`config.mk`:
```
export PLATFORM = sky130hd
export DESIGN_NAME = muldiv_unit
export DESIGN_NICKNAME = d
export VERILOG_FILES = /design/src/rtl/muldiv_unit.sv
export SDC_FILE = /design/constraint.sdc
export NUM_CORES = 1
export LEC_CHECK = 0
export BUFFER_PORTS_ARGS = -buffer_cell sky130_fd_sc_hd__buf_2
export CORE_MARGIN = 3
export CORE_UTILIZATION = 30
export DETAILED_ROUTE_END_ITERATION = 16
export GPL_TIMING_DRIVEN = 0
export PLACE_DENSITY = 0.45
export SLEW_MARGIN = 20
export SYNTH_ARGS = -nofsm -noshare
export SYNTH_HDL_FRONTEND = slang
export SYNTH_SLANG_ARGS = --single-unit
export TNS_END_PERCENT = 1
```
`constraint.sdc`:
```
create_clock -name clk -period 7.36 [get_ports clk]
set_clock_uncertainty 0.15 [all_clocks]
set_input_delay 0.368 -clock clk [delete_from_list [all_inputs] [get_ports clk]]
set_output_delay 0.368 -clock clk [all_outputs]
set_load 0.01 [all_outputs]
```
`src/rtl/muldiv_unit.sv`:
```
// muldiv_unit: iterative unsigned 32-bit multiply / divide / modulo unit.
// MUL is shift-add (LSB-first). DIV/MOD use restoring division (MSB-first).
// Both produce one bit per RUN cycle.
// Optional build macro MULDIV_EARLY_OUT_EN lets MUL leave RUN as soon as
// the remaining multiplier bits are all zero. DIV/MOD always take 32 cycles.
module muldiv_unit (
    input  logic        clk,
    input  logic        rst_n,
    input  logic        start,
    input  logic        MUL_e,
    input  logic        DIV_e,
    input  logic        MOD_e,
    input  logic [31:0] operand1,
    input  logic [31:0] operand2,
    output logic [31:0] result,
    output logic        busy,
    output logic        done
);

    typedef enum logic [1:0] {S_IDLE, S_RUN, S_DONE} state_t;
    typedef enum logic [1:0] {OP_MUL, OP_DIV, OP_MOD} op_t;

    state_t      r_state;
    state_t      w_state_next;
    op_t         r_op;
    op_t         w_op_sel;

    // Shared datapath registers.
    // r_opa holds the multiplicand (shifted left) or the dividend/quotient.
    // r_opb holds the multiplier (shifted right) or the divisor.
    // r_acc holds the product accumulator or the partial remainder.
    logic [31:0] r_opa;
    logic [31:0] r_opb;
    logic [31:0] r_acc;
    logic [5:0]  r_cnt;
    logic [31:0] r_result;

    logic        w_accept;
    logic        w_last;
    logic [32:0] w_rem_sh;
    logic [32:0] w_diff;
    logic        w_fits;
    logic [31:0] w_opa_next;
    logic [31:0] w_opb_next;
    logic [31:0] w_acc_next;
    logic [31:0] w_result_next;

    assign busy   = (r_state == S_RUN);
    assign done   = (r_state == S_DONE);
    assign result = r_result;

    // Start acceptance and op selection: MUL beats DIV beats MOD; no enable means no start.
    always_comb begin
        w_op_sel = OP_MOD;
        if (MUL_e) begin
            w_op_sel = OP_MUL;
        end else if (DIV_e) begin
            w_op_sel = OP_DIV;
        end
        w_accept = start && (MUL_e || DIV_e || MOD_e) && (r_state != S_RUN);
    end

    // One iteration step.
    // The shifted partial remainder is 33 bits wide. The kept remainder
    // is always below the divisor, so it fits back into 32 bits.
    always_comb begin
        w_rem_sh = {r_acc, r_opa[31]};
        w_diff   = w_rem_sh - {1'b0, r_opb};
        w_fits   = ~w_diff[32];
        if (r_op == OP_MUL) begin
            w_acc_next = r_acc + (r_opb[0] ? r_opa : 32'd0);
            w_opa_next = {r_opa[30:0], 1'b0};
            w_opb_next = {1'b0, r_opb[31:1]};
        end else begin
            w_acc_next = w_fits ? w_diff[31:0] : w_rem_sh[31:0];
            w_opa_next = {r_opa[30:0], w_fits};
            w_opb_next = r_opb;
        end
        case (r_op)
            OP_MUL:  w_result_next = w_acc_next;
            OP_DIV:  w_result_next = w_opa_next;
            default: w_result_next = w_acc_next;
        endcase
    end

    // Decide whether the current RUN cycle is the final iteration.
    always_comb begin
`ifdef MULDIV_EARLY_OUT_EN
        if (r_op == OP_MUL) begin
            w_last = (r_opb[31:1] == 31'd0);
        end else begin
            w_last = (r_cnt == 6'd31);
        end
`else
        w_last = (r_cnt == 6'd31);
`endif
    end

    // Next-state logic for the IDLE / RUN / DONE sequencer.
    always_comb begin
        w_state_next = r_state;
        case (r_state)
            S_IDLE: begin
                if (w_accept) begin
                    w_state_next = S_RUN;
                end
            end
            S_RUN: begin
                if (w_last) begin
                    w_state_next = S_DONE;
                end
            end
            S_DONE: begin
                w_state_next = w_accept ? S_RUN : S_IDLE;
            end
            default: w_state_next = S_IDLE;
        endcase
    end

    // State register; reset aborts any operation in progress.
    always_ff @(posedge clk) begin
        if (!rst_n) begin
            r_state <= S_IDLE;
        end else begin
            r_state <= w_state_next;
        end
    end

    // Datapath: latch operands on accept, iterate in RUN, capture result on the final step.
    always_ff @(posedge clk) begin
        if (!rst_n) begin
            r_op     <= OP_MUL;
            r_opa    <= 32'd0;
            r_opb    <= 32'd0;
            r_acc    <= 32'd0;
            r_cnt    <= 6'd0;
            r_result <= 32'd0;
        end else if (w_accept) begin
            r_op  <= w_op_sel;
            r_opa <= operand1;
            r_opb <= operand2;
            r_acc <= 32'd0;
            r_cnt <= 6'd0;
        end else if (r_state == S_RUN) begin
            r_opa <= w_opa_next;
            r_opb <= w_opb_next;
            r_acc <= w_acc_next;
            r_cnt <= r_cnt + 6'd1;
            if (w_last) begin
                r_result <= w_result_next;
            end
        end
    end

endmodule

```
; ---- Word-level counts from Yosys, hierarchy flattened
; Index checks and enable logic that the tools add are counted.
[totals]
regBits = 138
latch_bits = 0
ram_bits = 0
rom_bits = 0
input_bits = 70
word_cells = 48
mem_count = 0
[classes]
n_addsub = 3
n_mul = 0
div_mod_pow = 0
magnitude_cmp = 0
eq_ne = 7
n_shift = 0
muxes = 16
bitwise_logic = 3
reduce_logical = 12
[op_table]
columns = operator, n
row1 = 32-bit two-way mux, 9
row2 = 33-bit by 32-bit subtractor with 33-bit output, 1
row3 = 32-bit adder, 1
row4 = 2-bit two-way mux, 4
row5 = "6-bit by 1-bit adder with 6-bit output, second input constant", 1
row6 = "6-bit by 5-bit equality test with 1-bit output, second input constant", 1
row7 = 2-bit case mux with 3 select lines, 1
row8 = "2-bit by 1-bit equality test with 1-bit output, second input constant", 2
row9 = 2-bit logical NOT, 2
row10 = "2-bit by 1-bit != test with 1-bit output, second input constant", 2
row11 = 2-bit AND reduction, 2
row12 = 2-bit nonzero test, 2
row13 = 1-bit NOT, 3
row14 = 3-bit AND reduction, 1
row15 = "2-bit equality test, second input constant", 1
row16 = 1-bit logical AND, 2
row17 = 1-bit logical OR, 2
row18 = 1-bit two-way mux, 2
row19 = "2-bit != test, second input constant", 1
row20 = 2-bit OR reduction, 1

; ---- Longest topological paths before layout
[depth]
depth_word = 6
depth_mapped = 15

; ---- Least setup slack after synthesis
; Ideal clock, no wire load.
[synth_timing]
kind = flip-flop to flip-flop
start = register r_opb[0]
end = register r_result[30], in the netlist result[30]
setup_time_ns = 0.101
arrival_time_ns = 3.459
path_slack_ns = 3.650
stages_incl_launch_ff = 15
path_buffers = 1
path_cell_list = dfxtp_1 > clkbuf_1 > and2_1 > fa_1 > a21oi_1 > o21bai_1 > a2111oi_0 > o31ai_1 > a41o_1 > a21bo_2 > a41oi_1 > o2111ai_1 > xor2_1 > nor2_1 > o41ai_1
[synth_between]
elab_chain_cells = 4
word_cells_on_any_way = 6
[synth_rtl]
columns = element, line_no
row1 = from (decl), 33  ; logic [31:0] r_opb;
row2 = from (signal assigned), 141  ; r_opb <= operand2;
row3 = from (signal assigned), 146  ; r_opb <= w_opb_next;
row4 = 33-bit by 32-bit subtractor with 33-bit output / 32-bit two-way mux (equally long branches), "68, 71"
row5 = 32-bit two-way mux / 32-bit adder (equally long branches), "75, 71"
row6 = 32-bit two-way mux (*), 70  ; if (r_op == OP_MUL) begin
row7 = 32-bit two-way mux (*), 79  ; case (r_op)
row8 = to (signal assigned), 150  ; r_result <= w_result_next;
row9 = to (decl), 36  ; logic [31:0] r_result;
; Mark *: on every way between the ends. The rest lies on a longest branch, timed or not.
; A chain may end at the register's enable or synchronous reset.

; ---- Final worst setup path
; Ends and elaborated chain as after synthesis.

==> results.json <==
{
  "fillCellCount": 3475,
  "ir_drop_uv": 179.1,
  "crit_buf_inv": 1,
  "drive_above_1_share": 0.1091,
  "final_util": 0.3595,
  "setup_violations": 0,
  "clk_latency_ps": 450,
  "rows": 65,
  "relSlewSlack": 0.3076,
  "root_buffer": "clkbuf_16",
  "antennaDiodeCount": 0,
  "cp.arrival_ps": 4940,
  "cpMaxStageDelayCell": "a2111oi_0",
  "grt_use_total": 0.2242,
  "ys.warnings.count": 0,
  "rrSetupSlack_ps": 2610,
  "ys_types": 68,
  "holdPathStages": 2,
  "dieArea_sq_um": 35280,
  "cts-resized-gates": 0,
  "worstHoldStart": "operand2[21]",
  "worstPathRequired_ps": 7550,
  "synth_nets": 1395,
  "vias": 9829,
  "hpwl_um": 31200,
  "rsz0062_at_grt": "false",
  "drtIter0Drc": 812,
  "worstSetupEndpointType": "flop",
  "path_class": "reg2reg",
  "viasPerCell": 5.377,
  "drt-total-wl_um": 39890,
  "die-height_um": 187.8,
  "total_power_w": 0.002312,
  "hold_end": "r_opb[21]",
  "ys_seq_area_frac": 0.2785,
  "fin_crit_sh": 0.6454,
  "crit_start": "r_opb[0]",
  "avgSynthCellArea_sq_um": 7.885,
  "static-leakage-power_nw": 5.367,
  "first_pass_iters": 5,
  "grt_pass1_wl_um": 60660,
  "drcViolationCount": 0,
  "gp_congestion": 0.8913,
  "start_kind": "flop",
  "synthCells": 1258,
  "fmax_mhz": 210.5,
  "grt_pass1_vias": 9707,
  "maxSlewViolCount": 0,
  "synth_ff_type": "dfxtp_1",
  "final_cell_mix": "159 x nand2_1, 138 x dfxtp_1, 126 x a21oi_1",
  "worstPathMaxFanout": 10,
  "final-hold-violation-count": 0,
  "min_path_type": "in2reg",
  "synth-edff-count": 0,
  "postCtsSetupBuffers": 0,
  "finalSetupTns_ps": 0,
  "power_density_nw_per_um2": 200.7,
  "netlist_area_sq_um": 9920,
  "ant_nets": 0,
  "io_buffers": 103,
  "start_util": 0.3096,
  "fp.coreArea_sq_um": 32040,
  "r2r_end": "result[30]",
  "hold_ws_ps": 22.10,
  "grt_max_degree": 17,
  "h-tree-depth": 4,
  "outcome": "finished, final reports clean",
  "fin_crit_ps": 4750,
  "cts_tree": "yes",
  "fin_cells": 1828,
  "clk_pin_slew_worst_paths_ps": 70,
  "r2r-start": "r_opb[0]",
  "path_cells": "clkbuf_1 > and2_1 > ha_1 > a21o_1 > o21bai_1 > a2111oi_0 > o31ai_1 > a41o_1 > a21bo_2 > a41oi_1 > o2111ai_1 > xor2_1 > nor2_1 > o41ai_1",
  "dp_cells": 1796,
  "clockBufferDepth": 2,
  "num_io_pins": 104,
  "tightest_slew_ps": 1039,
  "synth-seq-cells": 138,
  "antenna_found_initial": 0,
  "maxCapViolations": 0,
  "reg2reg_depth": 14,
  "avgRoutedWirePerCell_um": 21.82,
  "max_stage_delay_ps": 680,
  "fp.dieW_um": 187.8,
  "critPathTopFamily": "compound AO/OA/AOI/OAI gates",
  "layout.nets": 1517,
  "area_delta_synth_final_pct": 16.14,
  "cts_sinks": 138,
  "final_common_cell": "nand2_1",
  "ctsHoldBuffers": 0,
  "grt.overflow.total": 0,
  "cts_made_buffers": 17,
  "synthArstFlopShare": 0
}
## through the flow
stage | setup slack, ps | area (sq um)
CTS | 2646 | 11520
detailed placement | 2672 | 10980
global placement | 2653 | 10980
finish | 2610 | 11520
global route | 2225 | 11520
floorplan | 3650 | 9920
## power by group
| part | total [W] | leakage, nW | internal [W] | switching [W] |
|---|---|---|---|---|
| registers | 0.000840 | 1.13 | 0.000788 | 0.0000521 |
| clock network | 0.000827 | 0.256 | 0.000437 | 0.000390 |
| logic | 0.000645 | 3.98 | 0.000244 | 0.000401 |
## routing by layer
metal  up-vias  global-route usage  part of all wire
li1       4821                   -                 -
met1      4684              0.3208              0.48
met2       293              0.3526              0.44
met3        31             0.04076             0.061
met4         0             0.04704             0.015
met5         -                   0                 0
## flip-flops by register name, summed over array words and instances, names as in the netlist
signal	cells
r_opa	32
r_opb	32
r_acc	32
r_op	2
r_state	2
result	32
r_cnt	6
## final cells by class
| type | instances | area, sq um | area share |
|---|---|---|---|
| timing repair buffer | 103 | 515.5 | 0.04474 |
| multi-input combinational | 988 | 6643 | 0.5766 |
| sequential | 138 | 2763 | 0.2398 |
| clock inverter | 14 | 112.6 | 0.009774 |
| inverter | 52 | 195.2 | 0.01694 |
| buffer | 80 | 319.1 | 0.02769 |
| clock buffer | 18 | 429.2 | 0.03725 |
| tap | 435 | 544.3 | 0.04724 |
## synthesized netlist by cell type, types with 6 or more instances
| cell | number | area (sq um) |
|---|---|---|
| a211oi_1 | 22 | 165.2 |
| a21boi_0 | 19 | 142.6 |
| a21o_1 | 32 | 240.2 |
| a21oi_1 | 126 | 630.6 |
| a22oi_1 | 14 | 105.1 |
| a31oi_1 | 6 | 37.54 |
| and2_1 | 38 | 237.7 |
| and3_1 | 12 | 75.07 |
| buf_1 | 12 | 45.04 |
| clkbuf_1 | 64 | 240.2 |
| dfxtp_1 | 138 | 2763 |
| ha_1 | 65 | 813.3 |
| inv_1 | 51 | 191.4 |
| mux2i_1 | 53 | 530.5 |
| nand2_1 | 159 | 596.8 |
| nand2b_1 | 9 | 56.30 |
| nand3_1 | 29 | 145.1 |
| nand4_1 | 14 | 87.58 |
| nor2_1 | 63 | 236.5 |
| nor2b_1 | 14 | 87.58 |
| nor3_1 | 10 | 50.05 |
| o211a_1 | 51 | 510.5 |
| o211ai_1 | 25 | 187.7 |
| o21a_1 | 7 | 52.55 |
| o21ai_0 | 68 | 340.3 |
| o21bai_1 | 6 | 45.04 |
| o22ai_1 | 10 | 62.56 |
| o31a_1 | 7 | 61.31 |
| o31ai_1 | 9 | 67.56 |
| or3_1 | 6 | 37.54 |
| xnor2_1 | 33 | 289.0 |
| xor2_1 | 24 | 210.2 |
## worst max path at each step
stage,cells after the start,to,slack [ps]
after floorplan,14,result[30],3650
after global placement,14,result[30],2650
after detailed placement,14,result[30],2670
after CTS,14,result[30],2650
after global routing,14,result[30],2230
final,14,result[30],2610
## kinds of logic (layout without fill, tap and decap cells)
family	count (synthesis)	after routing	synth area share
fa+ha+maj	67	67	0.08602
buf+inv	132	267	0.05184
flops	138	138	0.2785
xor+xnor	58	58	0.05310
mux	57	57	0.05802
simple gates	364	364	0.1700
compound gates	442	442	0.3025
Power figures use the tool's default switching activity.
